[src/rtl/pc_sequencer.sv]
// pc_sequencer: fetch/execute control FSM for the 4-bit-address teaching
// computer. It steps the PC (increment, absolute jump, PC-relative branch),
// latches fetched instructions into the IR, and drives register-file, ALU and
// data-memory controls, including a req/ack handshake to data memory.
// Only the state and the IR are registered. All other outputs are decoded
// combinationally from state, IR, Z, N and MEM_ACK.
module pc_sequencer (
  input  logic       clk_i,
  input  logic       rst_ni,
  input  logic       run_i,
  input  logic [9:0] instr_i,
  input  logic       z_i,
  input  logic       n_i,
  input  logic       mem_ack_i,
  output logic [9:0] ir_o,
  output logic [1:0] pc_sel_o,
  output logic [3:0] pc_tgt_o,
  output logic [2:0] alu_fs_o,
  output logic       rf_we_o,
  output logic       rf_src_o,
  output logic       mem_req_o,
  output logic       mem_we_o,
  output logic       halted_o
);

  localparam logic [2:0] S_IDLE     = 3'd0;
  localparam logic [2:0] S_FETCH    = 3'd1;
  localparam logic [2:0] S_EXEC     = 3'd2;
  localparam logic [2:0] S_MEM_WAIT = 3'd3;
  localparam logic [2:0] S_HALT     = 3'd4;

  localparam logic [3:0] OP_LD   = 4'b1000;
  localparam logic [3:0] OP_ST   = 4'b1001;
  localparam logic [3:0] OP_JMP  = 4'b1010;
  localparam logic [3:0] OP_BZ   = 4'b1011;
  localparam logic [3:0] OP_BN   = 4'b1100;
  localparam logic [3:0] OP_HALT = 4'b1111;

  localparam logic [1:0] PC_HOLD = 2'b00;
  localparam logic [1:0] PC_INC  = 2'b01;
  localparam logic [1:0] PC_LOAD = 2'b10;
  localparam logic [1:0] PC_REL  = 2'b11;

  logic [2:0] state_q, state_d;
  logic [9:0] ir_q, ir_d;
  logic [3:0] op;

  assign op   = ir_q[9:6];
  assign ir_o = ir_q;

  // Next-state and IR-load logic.
  always_comb begin
    // NOTE: every variable gets a default first so no path can infer a latch.
    state_d = state_q;
    ir_d    = ir_q;
    case (state_q)
      S_IDLE: begin
        if (run_i) state_d = S_FETCH;
      end
      S_FETCH: begin
        ir_d    = instr_i;
        state_d = S_EXEC;
      end
      S_EXEC: begin
        case (op)
          OP_LD, OP_ST: state_d = S_MEM_WAIT;
          OP_HALT:      state_d = S_HALT;
          default:      state_d = run_i ? S_FETCH : S_IDLE;
        endcase
      end
      S_MEM_WAIT: begin
        // RUN only gates the next fetch; an outstanding transfer always completes.
        if (mem_ack_i) state_d = run_i ? S_FETCH : S_IDLE;
      end
      S_HALT: begin
        state_d = S_HALT;
      end
      default: begin
        state_d = S_IDLE;
      end
    endcase
  end

  // Control decode. Branch flags count only in EXEC, and MEM_ACK only in MEM_WAIT.
  always_comb begin
    pc_sel_o  = PC_HOLD;
    pc_tgt_o  = 4'd0;
    alu_fs_o  = 3'd0;
    rf_we_o   = 1'b0;
    rf_src_o  = 1'b0;
    mem_req_o = 1'b0;
    mem_we_o  = 1'b0;
    halted_o  = 1'b0;
    case (state_q)
      S_FETCH: begin
        pc_sel_o = PC_INC;
      end
      S_EXEC: begin
        if (!op[3]) begin
          alu_fs_o = op[2:0];
          rf_we_o  = 1'b1;
        end else begin
          case (op)
            OP_LD:   mem_req_o = 1'b1;
            OP_ST: begin
              mem_req_o = 1'b1;
              mem_we_o  = 1'b1;
            end
            OP_JMP:  pc_sel_o = PC_LOAD;
            OP_BZ:   pc_sel_o = z_i ? PC_REL : PC_HOLD;
            OP_BN:   pc_sel_o = n_i ? PC_REL : PC_HOLD;
            default: pc_sel_o = PC_HOLD;
          endcase
        end
      end
      S_MEM_WAIT: begin
        mem_req_o = 1'b1;
        mem_we_o  = (op == OP_ST);
        if (mem_ack_i && (op == OP_LD)) begin
          rf_we_o  = 1'b1;
          rf_src_o = 1'b1;
        end
      end
      S_HALT: begin
        halted_o = 1'b1;
      end
      default: begin
        pc_sel_o = PC_HOLD;
      end
    endcase
    // The target field is meaningful only for a load or a relative add.
    if (pc_sel_o[1]) pc_tgt_o = ir_q[3:0];
  end

  // State and instruction register.
  always_ff @(posedge clk_i or negedge rst_ni) begin
    if (!rst_ni) begin
      state_q <= S_IDLE;
      ir_q    <= 10'd0;
    end else begin
      // NOTE: non-blocking assignments keep every register updating from pre-edge values.
      state_q <= state_d;
      ir_q    <= ir_d;
    end
  end

endmodule

[config.mk]
export PLATFORM = sky130hd
export DESIGN_NAME = pc_sequencer
export DESIGN_NICKNAME = d
export VERILOG_FILES = /design/src/rtl/pc_sequencer.sv
export SDC_FILE = /design/constraint.sdc
export NUM_CORES = 1
export LEC_CHECK = 0
export ABC_AREA = 1
export ABC_CLOCK_PERIOD_IN_PS = 1800
export CAP_MARGIN = 20
export CORE_MARGIN = 2
export CORE_UTILIZATION = 30
export CTS_CLUSTER_DIAMETER = 40
export DETAILED_ROUTE_END_ITERATION = 10
export PLACE_DENSITY = 0.68
export SKIP_LAST_GASP = 1
export SLEW_MARGIN = 10
export SYNTH_ARGS = -nofsm -noshare
export SYNTH_HDL_FRONTEND = slang
export SYNTH_SLANG_ARGS = --single-unit
[constraint.sdc]
create_clock -name clk_i -period 1.8 [get_ports clk_i]
set_input_delay 0.36 -clock clk_i [delete_from_list [all_inputs] [get_ports clk_i]]
set_output_delay 0.36 -clock clk_i [all_outputs]
set_load 0.02 [all_outputs]
== Word-level counts from Yosys, hierarchy flattened ==
Cells that the tools add are included.
Operators by class
  reduce and logical (&&, ||, !) cells: 4
  eq/ne operators: 12
  muxes and demuxes: 24
Operators by type and width (number)
  $eq 4x4->1 const B: 6
  $pmux 3 s5: 1
  $mux 3: 4
  $mux 1: 9
  $eq 3x2->1 const B: 2
  $mux 2: 3
  $pmux 1 s2: 3
  $pmux 2 s3: 1
  $pmux 3 s2: 1
  $mux 4: 1
  $ne 2x2->1 const B: 2
  $pmux 2 s2: 1
  $eq 3x1->1 const B: 1
  $eq 3x3->1 const B: 1
  $logic_not 3->1: 1
  $reduce_and 2->1: 1
  $reduce_or 2->1: 1
  $logic_and 1x1->1: 1
Word-level totals
  input port bits: 16
  register bits after elaboration: 13
  output and inout port bits: 24

== Logic depth before layout (Yosys ltp) ==
Gate-level depths: netlist (run 1).
  word-level depth: 5
  gate-level depth with buffers: 7
  gate-level depth less buffers: 7

== Worst setup path before layout (run 1) ==
OpenSTA, ideal clock, no wires.
  kind: flip-flop to output port
  start: register ir_q[9], in the netlist ir_o[9]
  end: output port rf_we_o
  setup slack: 0.105 ns
  data required time: 1.440 ns
  arrival time: 1.335 ns
  cell stages (with the launch flop): 5
  cells stage by stage: dfrtp_1 > inv_1 > nor2_1 > nand2_1 > o31ai_1
On the way
  word-level cells in the longest chain between the ends: 4
  elaborated cells between the ends (all ways): 5
  classes of those cells: 1 x eq/ne; 3 x mux; 1 x reduce/logical
RTL lines
  from (decl): line 45  | logic [9:0] ir_q, ir_d;
  from (signal assigned): line 143  | ir_q <= ir_d;
  $eq 4x4->1: line 119  | if (mem_ack_i && (op == OP_LD)) begin
  $logic_and 1x1->1: line 119
  $mux 1: line 119
  $pmux 1 s2 (*): line 94  | case (state_q)
  to (decl): line 19  | output logic rf_we_o,
Every way passes the cells marked *; elsewhere a longest branch is shown, timed or not.

== Worst setup path after layout (run 1) ==
  start: register ir_q[7], in the netlist ir_o[7]
  end: output port pc_tgt_o[3]
On the way
  word-level cells in the longest chain between the ends: 5
  elaborated cells between the ends (all ways): 7
  classes of those cells: 3 x eq/ne; 4 x mux
RTL lines
  $eq 4x4->1: line 103  | case (op)
  $pmux 2 s3 (*): line 103
  $mux 2 (*): line 99  | if (!op[3]) begin
  $pmux 2 s2 (*): line 94
  $mux 4 (*): line 132  | if (pc_sel_o[1]) pc_tgt_o = ir_q[3:0];
  to (decl): line 17  | output logic [3:0] pc_tgt_o,
Marks and branches as above.

==> flow_summary.toml, run 1 <==
[timing]
finalSetupTns_ns = -0.01578
fmax_ghz = 0.5526
setup_ws_ns = -0.009599
min_period_over_period_pct = 100.5
relSlewSlack_pct = 62.04
final.setup_skew_ns = 0.004596
final-hold-violation-count = 0
finalSetupViolations = 2
hold_slack_ns = 0.4420
slew_violations = 0
min_period_ns = 1.810
worstMarginPinSlew_ns = 0.5677
grt_setup_unrepaired = "yes"

[global_routing]
grt_max_degree = 20
grt_pass1_wl_um = 3422
grt_overflow = 0
grt_pass1_vias = 874
antenna_found_initial = 0
grtUsageTotal_pct = 17.08

[finish]
diodes = 0
fin_nets = 178
synthToLayoutAreaGrowth_pct = 89.32
drive_above_1_share_pct = 34.16

[place]
place_congestion = 0.8206
hpwlAfterDp_um = 1607
port_buffers = 39
dp_slack_ns = -0.4287

[critical_path]
end_kind = "output pin"
crit_buf_inv = 1
cp_max_fo = 5
cp-start-kind = "register"
worstSetupPathType = "reg -> out"
path_cells = "nor2_2 > nand3_1 > nand3_2 > nand2_2 > nor2_1 > buf_2"
slowest_delay_ns = 0.43
required_ns = 1.44
cp.arrival_ns = 1.45
cp_top_family = "simple AND/OR/NAND/NOR gates"
cp_slowest_cell = "dfrtp_1"

[detailed_routing]
drt-initial-drc-count = 8
wirelength_um = 2169
drc = 0
dr.pass1.iters = 4
via_count = 856
viasPerCell = 4.529
ant_nets = 0
wire_per_inst_um = 11.48

[die]
die-area_um2 = 2747
rows = 17
die_w_um = 52.42
die_height_um = 52.42
core_um2 = 2212
initial_core_util_pct = 31.79
io_pins = 40

[yosys]
ys_top_cells_by_area = "dfrtp_1 (46%), nor2_1 (12%), nand2_1 (9.6%)"
synth_seq_cells = 13
async_reset_ff_share_pct = 100.0
ys_seq_area_share_pct = 46.26
yosys-top-cells-count = "nor2_1 (23), nand2_1 (18), inv_1 (17)"
synthesis.nets = 113
avgSynthCellArea_um2 = 7.249
synth_top_area_share_pct = 46.26
synth_edf_count = 0
yosys_warnings = 0
syn_inst = 97
synth_top_area_cell = "dfrtp_1"
synth-main-ff-cell = "dfrtp_1"
synth_cell_type_count = 15
yosysMostFrequentCell = "nor2_1"
synth.cell_area_um2 = 703.2

[clock_tree]
cts_buffers = 3
cts.sinks = 13
cts_tree = "done"
ctsLongestPathBuffers = 2
cts_root_buffer = "clkbuf_4"
path_clk_slew_ns = 0.08
clk_latency_ns = 0.28
cts_htree_levels = 1

[pwr]
ir_worst_vdd_mv = 1.035
p_leak_nw = 0.7349
p_per_area_nw_per_um2 = 1747

[min_path]
hold_path.class = "in -> async"

[run_status]
status = "finished with violations"
failed_checks = "negative setup slack"

[job]
drv_cap = 0
## flip-flops by register name (all words and copies together) (netlist names)
name and flops:
ir_o 10, state_q 3
## cells by family after synthesis
kind of cell | count (synthesis) | synth area share [%]
buf+inv | 19 | 11.74
mux | 2 | 3.736
simple gates | 52 | 29.89
flops | 13 | 46.26
compound gates | 11 | 8.364
## worst reg2reg max path: stages (launching register included)
cell	delay (ns)
dfrtp_1	0.43
buf_4	0.16
inv_2	0.06
nand2_2	0.08
nor2_2	0.08
nand2_1	0.07
buf_4	0.13
buf_4	0.12
nand3_1	0.07
nand2_1	0.06
nand2_1	0.06
## layout make-up
cell class	count	area, um^2
Fill cell	223	880.8
Timing Repair Buffer	62	523.0
Multi-Input combinational cell	65	357.8
Sequential cell	13	325.3
Inverter	17	63.81
Tap cell	28	35.03
Clock buffer	4	26.28
## through the flow
step	power, mW	area, um^2	cells	util, %
after floorplan	1.270	703.2	97	-
after global placement	2.016	1267	183	57.30
after detailed placement	2.042	1267	183	57.30
after CTS	2.238	1301	188	58.82
after global routing	2.510	1331	189	60.18
final	2.325	1331	189	60.18
## report_power, final
part           switching (mW)  internal [mW]  total, mW
Sequential              0.110          0.436      0.546
Clock                  0.0934         0.0860      0.179
Combinational           0.843          0.756       1.60
## what timing repair did
action	in CTS	in global routing
gates resized for setup	51	33
pin swaps	0	6
hold endpoints to repair	0	0
setup endpoints to repair	14	14
hold buffers	0	0
setup buffers	1	1
## final timing paths
check | end | slack, ns | start | cells past startpoint
worst max-delay path | pc_tgt_o[3] | -0.01 | ir_o[7] | 6
worst min-delay path | ir_o[3] | 0.44 | rst_ni | 1
worst max register to register | state_q[0] | 0.42 | ir_o[8] | 10
worst min register to register | ir_o[4] | 0.51 | ir_o[4] | 1
max in group asynchronous | state_q[0] | 0.98 | rst_ni | 1
min in group clk_i | ir_o[4] | 0.51 | ir_o[4] | 1
## layer usage
layer,share of wire (%),GRT usage [%],up-vias
met5,0,0,-
met4,1.4,6.410,0
met3,7.2,3.714,4
met2,52,32.08,28
met1,40,18.31,395
li1,-,-,429
## placed cells by master (no fill, tap or decap), drive strengths merged
cell            n
a21oi           8
buf            36
clkbuf          4
clkdlybuf4s50  23
dfrtp          13
dlygate4sd2     1
dlymetal6s2s    2
inv            17
mux2            2
nand2          18
nand3           9
nor2           23
nor3            1
nor4            1
o21ai           1
o22ai           1
o31ai           1
(Power assumes the default switching activity.)
==> run 2: changes to the inputs <==
DONT_BUFFER_PORTS = 1   (was unset)
PLACE_DENSITY = 0.47   (was 0.68)
==> run 2 against run 1 <==
Compared with the run above: the run now ends clean; critical endpoint is now alu_fs_o[0]; largest power group unchanged; clock-buffer cell count did not move; non-clock buffer count fell by 35; die area did not move; sequential power increased by 21%; critical path depth is the same.
==> flow_summary.toml, run 2 (same netlist as run 1, synthesis figures left out) <==
[run_status]
status = "finished, final reports clean"

[timing]
fmax_ghz = 0.5578
worstMarginPinSlew_ns = 0.5605
min_period_over_period_pct = 99.60
hold_slack_ns = 0.2378
final-hold-violation-count = 0
finalSetupViolations = 0
slew_violations = 0
grt_setup_unrepaired = "yes"
min_period_ns = 1.793
relSlewSlack_pct = 62.51
finalSetupTns_ns = 0
final.setup_skew_ns = 0.002102

[detailed_routing]
drc = 0
via_count = 739
viasPerCell = 4.799
wire_per_inst_um = 12.68
ant_nets = 0
dr.pass1.iters = 4
wirelength_um = 1952
drt-initial-drc-count = 14

[die]
die-area_um2 = 2747
die_w_um = 52.42
core_um2 = 2212
io_pins = 40
initial_core_util_pct = 31.79
rows = 17
die_height_um = 52.42

[place]
dp.cells = 140
port_buffers = 0
dpl-instance-area_um2 = 847.1
hpwlAfterDp_um = 1333
place_congestion = 0.7825

[finish]
finish.utilization_pct = 48.02
mostFrequentLayoutCell = "buf_4"
layout_common_cells = "buf_4 (20), inv_1 (15), nand2_1 (15)"
fin_area_um2 = 1062
diodes = 0
largest_register_ffs = 10
synthToLayoutAreaGrowth_pct = 51.07
fin_nets = 143
fin_cells = 154
drive_above_1_share_pct = 40.48

[critical_path]
worstSetupPathType = "reg -> out"
cp.arrival_ns = 1.43
required_ns = 1.44
end_kind = "output pin"
cp_max_fo = 5
cp-start-kind = "register"

[clock_tree]
cts.sinks = 13
ctsLongestPathBuffers = 2
cts_htree_levels = 1
clk_latency_ns = 0.26
cts_tree = "done"
cts_root_buffer = "clkbuf_4"
path_clk_slew_ns = 0.07
cts_buffers = 3

[global_routing]
grt_max_degree = 14
grtUsageTotal_pct = 13.07
grt_overflow = 0
grt_pass1_wl_um = 2642
grt_pass1_vias = 617
antenna_found_initial = 0

[pwr]
ir_worst_vdd_mv = 0.8925
p_leak_nw = 0.5798
p_per_area_nw_per_um2 = 1896

[min_path]
hold_path.class = "in -> reg"

[job]
drv_cap = 0
## run 2: layer usage
metal	GRT usage, %	routed length [um]	vias to the layer above
met4	6.410	12	0
met2	18.96	983	33
met1	17.08	799	346
met3	4.571	157	2
li1	-	-	358
met5	0	0	-
## run 2: worst paths after layout
path / start / endpoint / slack (ns) / cells past startpoint
worst max-delay path: state_q[2] / alu_fs_o[0] / 0.007 / 6
worst min-delay path: instr_i[5] / ir_o[5] / 0.24 / 1
worst max register to register: state_q[2] / ir_o[5] / 0.44 / 5
worst min register to register: state_q[1] / state_q[2] / 0.65 / 2
max in group asynchronous: rst_ni / ir_o[7] / 0.88 / 1
min in group asynchronous: rst_ni / ir_o[0] / 0.52 / 1
## run 2: cell type report
type | instances | area (um^2)
fill | 230 | 1150
multi-input combinational | 65 | 382.9
sequential | 13 | 326.6
timing repair buffer | 27 | 227.7
inverter | 17 | 63.81
tap | 28 | 35.03
clock buffer | 4 | 26.28
## run 2: timing repair
action                                 4_1_cts  5_1_grt
cloned                                       0        0
resized for setup                            6       27
endpoints found under the hold margin       13        0
hold buffers                                 1        0
pin swaps                                    0        8
setup endpoints to repair                   10       11
setup buffers                                0        9
## run 2: power by group
part / switching (mW) / internal (mW)
logic: 0.687 / 0.492
clock network: 0.0860 / 0.0856
registers: 0.225 / 0.438
total: 0.998 / 1.02
## run 2: per-stage QoR
stage / power (mW) / setup WS (ns)
finish: 2.014 / 0.007175
global route: 2.184 / -0.09202
CTS: 1.756 / 0.008238
detailed placement: 1.534 / 0.1526
global placement: 1.515 / 0.1920
floorplan: 1.270 / 0.1048
## run 2: worst max-delay path, cell delays in order, from the launching register on
cell and delay, ns:
dfrtp_1 0.39, inv_2 0.11, nand2_4 0.08, nor2_4 0.21, nand2_4 0.11, nor2_1 0.11, buf_4 0.15
